[src/rtl/dot_product_result_fifo.sv]
// Result stage of the MLP dot-product engine: round-shift, saturate to OUT_W,
// then buffer in a first-word-fall-through FIFO with drop accounting on overflow.
module dot_product_result_fifo #(
  parameter int S     = 48,
  parameter int OUT_W = 32,
  parameter int SHIFT = 0,
  parameter int DEPTH = 16
) (
  input  logic                     i_clk,
  input  logic                     i_reset_n,
  input  logic [S-1:0]             i_sum,
  input  logic                     i_valid,
  output logic [OUT_W-1:0]         o_data,
  output logic                     o_sat,
  output logic                     o_valid,
  input  logic                     i_ready,
  output logic [$clog2(DEPTH):0]   o_level,
  output logic                     o_overflow,
  input  logic                     i_clr_ovf,
  output logic [15:0]              o_drop_cnt
);

  localparam int AW = $clog2(DEPTH);
  // Half an LSB of the shifted result; zero when no shift is applied.
  localparam logic [S:0] RND = ((S+1)'(1) << SHIFT) >> 1;
  localparam logic signed [S:0] MAX_R = $signed({{(S+2-OUT_W){1'b0}}, {(OUT_W-1){1'b1}}});
  localparam logic signed [S:0] MIN_R = $signed({{(S+2-OUT_W){1'b1}}, {(OUT_W-1){1'b0}}});

  logic signed [S:0]  w_ext;
  logic signed [S:0]  w_rnd;
  logic [OUT_W-1:0]   w_res;
  logic               w_res_sat;

  logic               r_s1_valid;
  logic [OUT_W-1:0]   r_s1_data;
  logic               r_s1_sat;

  logic [OUT_W:0]     r_mem [DEPTH];
  logic [AW-1:0]      r_wr_ptr;
  logic [AW-1:0]      r_rd_ptr;
  logic [AW:0]        r_level;
  logic               r_overflow;
  logic [15:0]        r_drop_cnt;

  logic               w_pop;
  logic               w_full;
  logic               w_wr;
  logic               w_drop;
  logic [OUT_W:0]     w_head;

  assign w_ext = $signed({i_sum[S-1], i_sum}) + $signed(RND);
  assign w_rnd = w_ext >>> SHIFT;

  always_comb begin
    w_res     = w_rnd[OUT_W-1:0];
    w_res_sat = 1'b0;
    if (w_rnd > MAX_R) begin
      w_res     = {1'b0, {(OUT_W-1){1'b1}}};
      w_res_sat = 1'b1;
    end else if (w_rnd < MIN_R) begin
      w_res     = {1'b1, {(OUT_W-1){1'b0}}};
      w_res_sat = 1'b1;
    end
  end

  always_ff @(posedge i_clk) begin
    if (!i_reset_n) begin
      r_s1_valid <= 1'b0;
      r_s1_data  <= '0;
      r_s1_sat   <= 1'b0;
    end else begin
      r_s1_valid <= i_valid;
      r_s1_data  <= w_res;
      r_s1_sat   <= w_res_sat;
    end
  end

  // Output handshake: the head entry transfers on any cycle with o_valid & i_ready;
  // while o_valid & !i_ready it holds stable, and i_ready is ignored when o_valid=0.
  assign w_pop  = o_valid & i_ready;
  assign w_full = (r_level == (AW+1)'(DEPTH));
  assign w_wr   = r_s1_valid & (~w_full | w_pop);
  assign w_drop = r_s1_valid & w_full & ~w_pop;

  always_ff @(posedge i_clk) begin
    if (w_wr) r_mem[r_wr_ptr] <= {r_s1_sat, r_s1_data};
  end

  always_ff @(posedge i_clk) begin
    if (!i_reset_n) begin
      r_wr_ptr <= '0;
      r_rd_ptr <= '0;
      r_level  <= '0;
    end else begin
      if (w_wr)  r_wr_ptr <= r_wr_ptr + AW'(1);
      if (w_pop) r_rd_ptr <= r_rd_ptr + AW'(1);
      case ({w_wr, w_pop})
        2'b10:   r_level <= r_level + (AW+1)'(1);
        2'b01:   r_level <= r_level - (AW+1)'(1);
        default: r_level <= r_level;
      endcase
    end
  end

  // A drop in the same cycle as a clear restarts the count at one.
  always_ff @(posedge i_clk) begin
    if (!i_reset_n) begin
      r_overflow <= 1'b0;
      r_drop_cnt <= '0;
    end else if (w_drop) begin
      r_overflow <= 1'b1;
      if (i_clr_ovf)                r_drop_cnt <= 16'd1;
      else if (r_drop_cnt != 16'hFFFF) r_drop_cnt <= r_drop_cnt + 16'd1;
    end else if (i_clr_ovf) begin
      r_overflow <= 1'b0;
      r_drop_cnt <= '0;
    end
  end

  assign w_head     = r_mem[r_rd_ptr];
  assign o_valid    = (r_level != '0);
  assign o_data     = o_valid ? w_head[OUT_W-1:0] : '0;
  assign o_sat      = o_valid & w_head[OUT_W];
  assign o_level    = r_level;
  assign o_overflow = r_overflow;
  assign o_drop_cnt = r_drop_cnt;

endmodule

[config.mk]
export PLATFORM = sky130hd
export DESIGN_NAME = dot_product_result_fifo
export DESIGN_NICKNAME = d
export VERILOG_FILES = /design/src/rtl/dot_product_result_fifo.sv
export SDC_FILE = /design/constraint.sdc
export NUM_CORES = 1
export LEC_CHECK = 0
export ABC_AREA = 0
export CORE_ASPECT_RATIO = 0.9
export CORE_UTILIZATION = 30
export CTS_CLUSTER_DIAMETER = 30
export DETAILED_ROUTE_END_ITERATION = 16
export PLACE_DENSITY_LB_ADDON = 0.3
export REMOVE_ABC_BUFFERS = 1
export SYNTH_ARGS = -nofsm -noshare
export SYNTH_HDL_FRONTEND = slang
export SYNTH_SLANG_ARGS = --single-unit
[constraint.sdc]
create_clock -name i_clk -period 4.9 [get_ports i_clk]
set_clock_uncertainty 0.2 [all_clocks]
set_input_delay 0.98 -clock i_clk [delete_from_list [all_inputs] [get_ports i_clk]]
set_output_delay 0.98 -clock i_clk [all_outputs]
set_load 0.02 [all_outputs]
=== Yosys cells after proc, flatten, opt, wreduce, memory -nomap -nowiden ===
Memories as Yosys holds them, arrays and structs flattened. A register that Yosys moved wholly into a read port is not among the register bits.
Index checks and enable logic that the tools add are counted.

* Bits in registers: 64
* Bits in writable memories: 528
* Input port bits: 53
* Output and inout bits: 56
* Memories kept: 1

* Add/sub/neg operators: 5
* Magnitude comparators: 2
* Equal/unequal tests: 4
* Multiplexer cells: 16
* Bitwise gates (word level): 9
* Reduce and logical (&&, ||, !) cells: 6

{| class="wikitable"
|+ Memory list
! name !! words !! width !! read ports !! clocked after Yosys merged registers in !! wr ports !! RTL line !! RTL
|-
| r_mem || 16 || 33 || 1 || 1 || 1 || 38 || <nowiki>logic [OUT_W:0] r_mem [DEPTH];</nowiki>
|}

{| class="wikitable"
|+ Operator list
! kind !! number
|-
| $mux W16 || 4
|-
| $mux W32 || 2
|-
| $gt A48 B32 Y1 const B || 1
|-
| $lt A48 B32 Y1 const B || 1
|-
| $mux W31 || 1
|-
| $add A16 B1 Y16 const B || 1
|-
| $ne A16 B16 Y1 const B || 1
|-
| $pmux W5 S2 || 1
|-
| $add A4 B1 Y4 const B || 2
|-
| $mux W4 || 2
|-
| $mux W1 || 6
|-
| $reduce_bool A2 Y1 || 3
|-
| $add A5 B1 Y5 const B || 1
|-
| $and A1 B1 Y1 || 5
|-
| $eq A5 B5 Y1 const B || 1
|-
| $reduce_bool A5 Y1 || 1
|-
| $sub A5 B1 Y5 const B || 1
|-
| $not A1 Y1 || 3
|-
| $eq A2 B1 Y1 const B || 1
|-
| $eq A2 B2 Y1 const B || 1
|-
| $reduce_and A2 Y1 || 1
|-
| $reduce_or A2 Y1 || 1
|-
| $or A1 B1 Y1 || 1
|}

=== Depth between registers and ports, before layout ===
Gate-level depths: netlist of run 1.

* Word-level depth: 6
* Gate-level depth with buffers: 10
* Gate-level depth less buffers: 10

=== Least setup slack after synthesis of run 1 ===
OpenSTA, ideal clock, no wires.

* Path kind: input -> register
* Start: in i_ready
* End: mem r_mem[3][0] in the netlist's numbering, enable pin
* Setup time: 0.464 ns
* Arrival: 3.830 ns
* Required time: 4.236 ns
* Slack: 0.406 ns
* Stages: 4
* Cell sequence: o31a_1 -> clkbuf_1 -> nand2_1 -> nor3_1

* Cells in the longest elaborated chain, start to end: 5

{| class="wikitable"
|+ Ends and longest elaborated chain
! element !! RTL line !! RTL
|-
| start, declared || 16 || <nowiki>input logic i_ready,</nowiki>
|-
| $and A1 B1 Y1 || 80 || <nowiki>assign w_pop = o_valid & i_ready;</nowiki>
|-
| $or A1 B1 Y1 || 82 || <nowiki>assign w_wr = r_s1_valid & (~w_full | w_pop);</nowiki>
|-
| $and A1 B1 Y1 || 82 ||
|-
| $mux W1 || 86 || <nowiki>if (w_wr) r_mem[r_wr_ptr] <= {r_s1_sat, r_s1_data};</nowiki>
|-
| $mux W1 (implied by the code) || 86 ||
|-
| end, declared || 38 ||
|}

No other way between the ends.

=== Worst setup path in the final report of run 1 ===
* Start: reg r_level[0] (netlist: o_level[0])
* End: out o_data[2]

* Cells in the longest elaborated chain, start to end: 2

{| class="wikitable"
|+ Ends and longest elaborated chain
! element !! RTL line !! RTL
|-
| start, declared || 41 || <nowiki>logic [AW:0] r_level;</nowiki>
|-
| start signal, assigned || 98 || <nowiki>2'b10: r_level <= r_level + (AW+1)'(1);</nowiki>
|-
| start signal, assigned || 99 || <nowiki>2'b01: r_level <= r_level - (AW+1)'(1);</nowiki>
|-
| start signal, assigned || 100 || <nowiki>default: r_level <= r_level;</nowiki>
|-
| $reduce_bool A5 Y1 || 121 || <nowiki>assign o_valid = (r_level != '0);</nowiki>
|-
| $mux W32 || 122 || <nowiki>assign o_data = o_valid ? w_head[OUT_W-1:0] : '0;</nowiki>
|-
| end, declared || 13 || <nowiki>output logic [OUT_W-1:0] o_data,</nowiki>
|}

No other way between the ends.

==> results.sh, run 1 <==
export IMPL_fin_cells=2406
export IMPL_finalSetupViolCount=0
export IMPL_dr_pass1_iters=5
export IMPL_startpoint_type="register"
export IMPL_clk_latency_ns=0.66
export IMPL_status="finished, final reports clean"
export IMPL_cp_required_ns=3.72
export IMPL_final_setup_tns_ns=0
export IMPL_fin_nets=1399
export IMPL_synth_xor_area_share_pct=0.6938
export IMPL_p_sw_share_pct=24.94
export IMPL_fin_crit_ns=4.500
export IMPL_max_cap_violations=0
export IMPL_p_int_uw=12640
export IMPL_routed_wl_mm=54.34
export IMPL_multi_input_area_um2=5345
export IMPL_synth_top_family_by_area="multiplexers"
export IMPL_ys_seq_area_share_pct=75.77
export IMPL_ant_nets=0
export IMPL_tritoncts="yes"
export IMPL_p_seq_share_pct=34.3
export IMPL_wl_per_cell_um=22.59
export IMPL_path_clk_slew_ns=0.05
export IMPL_critPathKind="reg2out"
export IMPL_placementRows=95
export IMPL_ctsHoldBuffers=0
export IMPL_setup_ws_ns=0.3998
export IMPL_dieArea_um2=76850
export IMPL_dp_hpwl_mm=29.83
export IMPL_rsz0062_at_grt="no"
export IMPL_synth_compound_area_share_pct=2.693
export IMPL_nFillCells=6610
export IMPL_syn_to_final_growth_pct=30.42
export IMPL_syn_area_per_cell_um2=19.91
export IMPL_grt_max_degree=49
export IMPL_grtUsageTotal_pct=14.27
export IMPL_synth_fa_ha_area_share_pct=0.5837
export IMPL_async_flop_share_pct=0
export IMPL_final_common_cell="edfxtp_1"
export IMPL_min_path_type="reg2reg"
export IMPL_synth_cell_types=44
export IMPL_antenna_found_initial=5
export IMPL_ys_ff_latch=596
export IMPL_netlist_area_um2=22720
export IMPL_p_per_area_nw_per_um2=568.2
export IMPL_hold_depth=2
export IMPL_start_util_pct=30.39
export IMPL_dp_cells=2192
export IMPL_ys_flop_type="edfxtp_1"
export IMPL_grt_overflow_total=0
export IMPL_die_y_um=263.1
export IMPL_p_leak_uw=0.009390
export IMPL_reg2reg_depth=10
export IMPL_finalWeightedCongestion=0.7431
export IMPL_yosys_warnings=0
export IMPL_vias=11593
export IMPL_clock_power_share_pct=49.8
export IMPL_final_hold_violation_count=0
export IMPL_fmax_ghz=0.2222
export IMPL_drive_above_1_share_pct=27.30
export IMPL_post_cts_buffers=0
export IMPL_synthCells=1141
export IMPL_end_kind="output port"
export IMPL_worst_pin_slew_ns=0.7941
export IMPL_layout_common_cells="528 x edfxtp_1, 132 x mux4_2, 113 x clkbuf_16"
export IMPL_diodes=0
export IMPL_drc=0
export IMPL_slew_headroom_pct=46.57
export IMPL_clock_sinks=596
export IMPL_coreArea_um2=74770
export IMPL_fp_dieW_um=292.1
export IMPL_period_share_pct=91.84
export IMPL_r2r_slack_ns=1.83
export IMPL_cts_root_buffer="clkbuf_16"
export IMPL_cts_resized_gates=0
export IMPL_peakVddDrop_mv=0.3435
export IMPL_critical_path_arrival_ns=3.32
export IMPL_yosys_area_share_simple_pct=2.847
export IMPL_ios=109
export IMPL_htreeDepth=3
export IMPL_combPwrFrac_pct=15.8
export IMPL_clockBufferDepth=3
export IMPL_dp_slack_ns=1.013
export IMPL_yosys_mux_area_fraction_pct=16.08
export IMPL_vias_per_cell=4.818
export IMPL_cp_max_fo=14
export IMPL_numPortBuffers=108
export IMPL_grt_pass1_wl_mm=81.08
export IMPL_cts_inserted_buffers=112
export IMPL_switchingPower_uw=4199
export IMPL_drt_iter0_drc=784
export IMPL_first_global_vias=12590
export IMPL_drv_slew=0
export IMPL_layout_area_seq_um2=17230
export IMPL_synth_edff_count=528
sequential cells by signal, indices dropped and copies added, names as in the netlist, named ones only:
signal,count
r_mem,528
r_s1_data,32
o_drop_cnt,16
o_level,5
r_rd_ptr,4
r_wr_ptr,4
o_overflow,1
r_s1_sat,1
r_s1_valid,1
routing by layer:
| metal | routed length [um] | up-vias | GRT usage (%) |
|---|---|---|---|
| li1 | - | 5121 | - |
| met1 | 24640 | 6094 | 19.51 |
| met2 | 25770 | 285 | 22.38 |
| met3 | 2845 | 85 | 3.622 |
| met4 | 1022 | 8 | 4.239 |
| met5 | 59 | - | 0 |
critical path, cell delays in order (launching register included):
cell             delay [ns]
dfxtp_1                0.35
or4_4                  0.59
nand2b_1               0.24
nand2b_2               0.40
buf_4                  0.31
o22ai_1                0.14
clkdlybuf4s50_1        0.64
logic make-up after synthesis:
family	after synthesis
flip-flops	596
multiplexers	200
AND/OR/NAND/NOR	136
AO/OA/AOI/OAI	105
buffers and inverters	76
XOR/XNOR	18
adder cells (fa/ha/maj)	10
power groups by stage:
stage	clock network, uW	logic [uW]	registers, uW
4_1_cts	8530	2740	5780
2_1_floorplan	0	1580	6050
5_1_grt	8790	2860	5800
3_5_place_dp	0	2730	5880
3_3_place_gp	0	2730	5870
6_report	8390	2670	5780
stage by stage:
stage	instance area, um^2	hold WS [ns]	utilization (%)	power (uW)
floorplan	22470	0.2678	-	7629
global placement	25420	0.2899	34.01	8596
detailed placement	25420	0.2871	34.01	8612
CTS	29630	0.3039	39.64	17060
global route	29630	0.3330	39.64	17440
finish	29630	0.3017	39.64	16840
final cells by class:
class                           count  area share, %
Sequential cell                   596          58.13
Multi-Input combinational cell    469          18.04
Clock buffer                      121          9.643
Timing Repair Buffer              144          5.362
Clock inverter                     93          4.564
Tap cell                          970          4.095
Inverter                           13         0.1647
Yosys cell counts, types with 3 or more instances:
cell type	instances	area, um^2
a21oi_1	42	210.2
and3_1	3	18.77
buf_1	13	48.80
buf_2	7	35.03
clkbuf_1	42	157.7
dfxtp_1	68	1361
edfxtp_1	528	15860
ha_1	9	112.6
inv_1	13	48.80
mux2i_1	67	670.6
mux4_2	132	2973
nand2_1	22	82.58
nand2b_1	5	31.28
nand3_1	8	40.04
nand4_1	9	56.30
nor2_1	59	221.5
nor3_1	10	50.05
nor4_1	7	43.79
o211ai_1	3	22.52
o21ai_0	15	75.07
o22ai_1	33	206.5
or4_1	5	37.54
xnor2_1	10	87.58
xor2_1	8	70.07
path summary, 6_finish.rpt:
check	from	to
hold reg to reg	o_overflow$_SDFFE_PN0P_	o_overflow$_SDFFE_PN0P_
hold / removal	o_overflow$_SDFFE_PN0P_	o_overflow$_SDFFE_PN0P_
setup / recovery	o_level[0]$_SDFFE_PN0P_	o_data[2]
setup reg to reg	o_level[0]$_SDFFE_PN0P_	o_level[4]$_SDFFE_PN0P_
No activity file was read; power rests on OpenSTA's default activity.
==> run 2, diff against run 1 <==
--- a/config.mk
+++ b/config.mk
@@ -7,10 +7,10 @@
 export LEC_CHECK = 0
 export ABC_AREA = 0
 export CORE_ASPECT_RATIO = 0.9
-export CORE_UTILIZATION = 30
+export CORE_UTILIZATION = 55
 export CTS_CLUSTER_DIAMETER = 30
 export DETAILED_ROUTE_END_ITERATION = 16
-export PLACE_DENSITY_LB_ADDON = 0.3
+export PLACE_DENSITY_LB_ADDON = 0.08
 export REMOVE_ABC_BUFFERS = 1
 export SYNTH_ARGS = -nofsm -noshare
 export SYNTH_HDL_FRONTEND = slang
==> run 2 against run 1 <==
Clock power fell by 16%; final area fell by 4.5%; sequential cell count did not move; routed wire length fell by 6.4%.
==> results.sh, run 2 (same netlist as run 1, synthesis figures left out) <==
export IMPL_status="finished, final reports clean"
export IMPL_worst_path_largest_cell_delay_ns=0.67
export IMPL_drt_iter0_drc=1036
export IMPL_setup_ws_ns=0.6405
export IMPL_dp_hpwl_mm=26.13
export IMPL_worst_pin_slew_ns=0.8163
export IMPL_clk_latency_ns=0.62
export IMPL_cp_required_ns=3.72
export IMPL_die_y_um=194.8
export IMPL_wl_per_cell_um=26.01
export IMPL_grt_max_degree=87
export IMPL_drc=0
export IMPL_cts_inserted_buffers=101
export IMPL_cts_root_buffer="clkbuf_16"
export IMPL_fin_util_pct=69.63
export IMPL_dr_pass1_iters=4
export IMPL_grt_pass1_wl_mm=75.39
export IMPL_critPathKind="reg2out"
export IMPL_clockBufferDepth=3
export IMPL_ant_nets=0
export IMPL_min_path_type="reg2reg"
export IMPL_coreArea_um2=40640
export IMPL_routed_wl_mm=50.88
export IMPL_cp_slowest_cell="clkdlybuf4s50_1"
export IMPL_timing_rr_start="o_level[0]$_SDFFE_PN0P_"
export IMPL_fp_dieW_um=216.3
export IMPL_dieArea_um2=42130
export IMPL_antenna_found_initial=0
export IMPL_layout_area_seq_um2=17230
export IMPL_ctsHoldBuffers=0
export IMPL_numPortBuffers=108
export IMPL_fin_nets=1391
export IMPL_fin_crit_ns=4.259
export IMPL_fmax_ghz=0.2348
export IMPL_drv_slew=0
export IMPL_p_per_area_nw_per_um2=544.6
export IMPL_cp_max_fo=26
export IMPL_layout_common_cells="528 x edfxtp_1, 132 x mux4_2, 108 x clkdlybuf4s50_1"
export IMPL_first_global_vias=12181
export IMPL_largest_reg_flops=528
export IMPL_largest_register="r_mem"
export IMPL_final_common_cell="edfxtp_1"
export IMPL_htreeDepth=3
export IMPL_startpoint_type="register"
export IMPL_period_share_pct=86.93
export IMPL_path_clk_slew_ns=0.05
export IMPL_syn_to_final_growth_pct=24.53
export IMPL_drive_above_1_share_pct=26.55
export IMPL_diodes=0
export IMPL_ios=109
export IMPL_tritoncts="yes"
export IMPL_r2r_slack_ns=1.88
export IMPL_multi_input_area_um2=5345
export IMPL_crit_chain="buf_4 -> mux4_2 -> mux2i_1 -> o22ai_1 -> clkdlybuf4s50_1"
export IMPL_dp_slack_ns=1.193
export IMPL_grtUsageTotal_pct=24.79
export IMPL_grt_overflow_total=0
export IMPL_final_hold_violation_count=0
export IMPL_p_leak_uw=0.009035
export IMPL_cts_resized_gates=0
export IMPL_slew_headroom_pct=45.16
export IMPL_placementRows=70
export IMPL_critical_path_arrival_ns=3.08
export IMPL_vias=11773
export IMPL_finalSetupViolCount=0
export IMPL_post_cts_buffers=0
export IMPL_nFillCells=2622
export IMPL_end_kind="output port"
export IMPL_finalWeightedCongestion=0.7508
export IMPL_max_cap_violations=0
export IMPL_peakVddDrop_mv=0.3435
export IMPL_hold_start="o_overflow$_SDFFE_PN0P_"
export IMPL_start_util_pct=55.91
export IMPL_vias_per_cell=6.019
export IMPL_clock_sinks=596
export IMPL_rsz0062_at_grt="no"
==> run 2: cell types whose count changed in the layout (fill, tap and decap cells not counted), sizes merged <==
cell / change
bufinv: -16
clkbuf: -8
clkinv: -4
clkinvlp: +4
buf: +3
inv: +1
==> run 2: area by class of cell <==
type / instances / area share [%]
clock buffers: 113 / 9.162
clock inverters: 78 / 3.117
inverters: 13 / 0.1725
multi-input cells: 469 / 18.89
flip-flops and latches: 596 / 60.88
well taps: 540 / 2.388
repair buffers: 147 / 5.386
==> run 2: report_power, final <==
part	switching, uW	internal, uW	leakage (uW)
sequential	138	5640	0.00538
combinational	1340	1260	0.00200
clock	2520	4500	0.00166
total	4000	11400	0.00903
==> run 2: per-stage QoR <==
stage / instances / hold slack, ns / total power [uW] / cell area, um^2 / setup TNS [ns]
after floorplan: 1078 / 0.2678 / 7629 / 22470 / -95.47
after global placement: 1765 / 0.2594 / 8487 / 24820 / 0
after detailed placement: 1765 / 0.2753 / 8500 / 24820 / 0
after CTS: 1956 / 0.2816 / 15530 / 28300 / 0
after global routing: 1956 / 0.2965 / 15880 / 28300 / 0
final: 1956 / 0.2785 / 15410 / 28300 / 0
==> run 2: worst paths after layout <==
kind | to | depth (start not counted)
max | o_data[9] | 5
min | o_overflow$_SDFFE_PN0P_ | 2
max reg2reg | o_level[4]$_SDFFE_PN0P_ | 10
min reg2reg | o_overflow$_SDFFE_PN0P_ | 2
==> run 2: metal layers <==
| metal | GRT usage (%) | share of wire [%] | up-vias | routed length, um |
|---|---|---|---|---|
| met5 | 0 | 0 | - | 0 |
| met4 | 7.121 | 1.7 | 0 | 881 |
| met3 | 5.430 | 6.2 | 72 | 3164 |
| met2 | 39.15 | 49 | 416 | 24940 |
| met1 | 35.15 | 43 | 6196 | 21900 |
| li1 | - | - | 5089 | - |
==> run 2: critical path, delay by kind of cell (launching register included) <==
family,cells,cell delay (ns)
mux,2,0.35
compound gates,1,0.34
buf+inv,2,1.12
flops,1,0.63
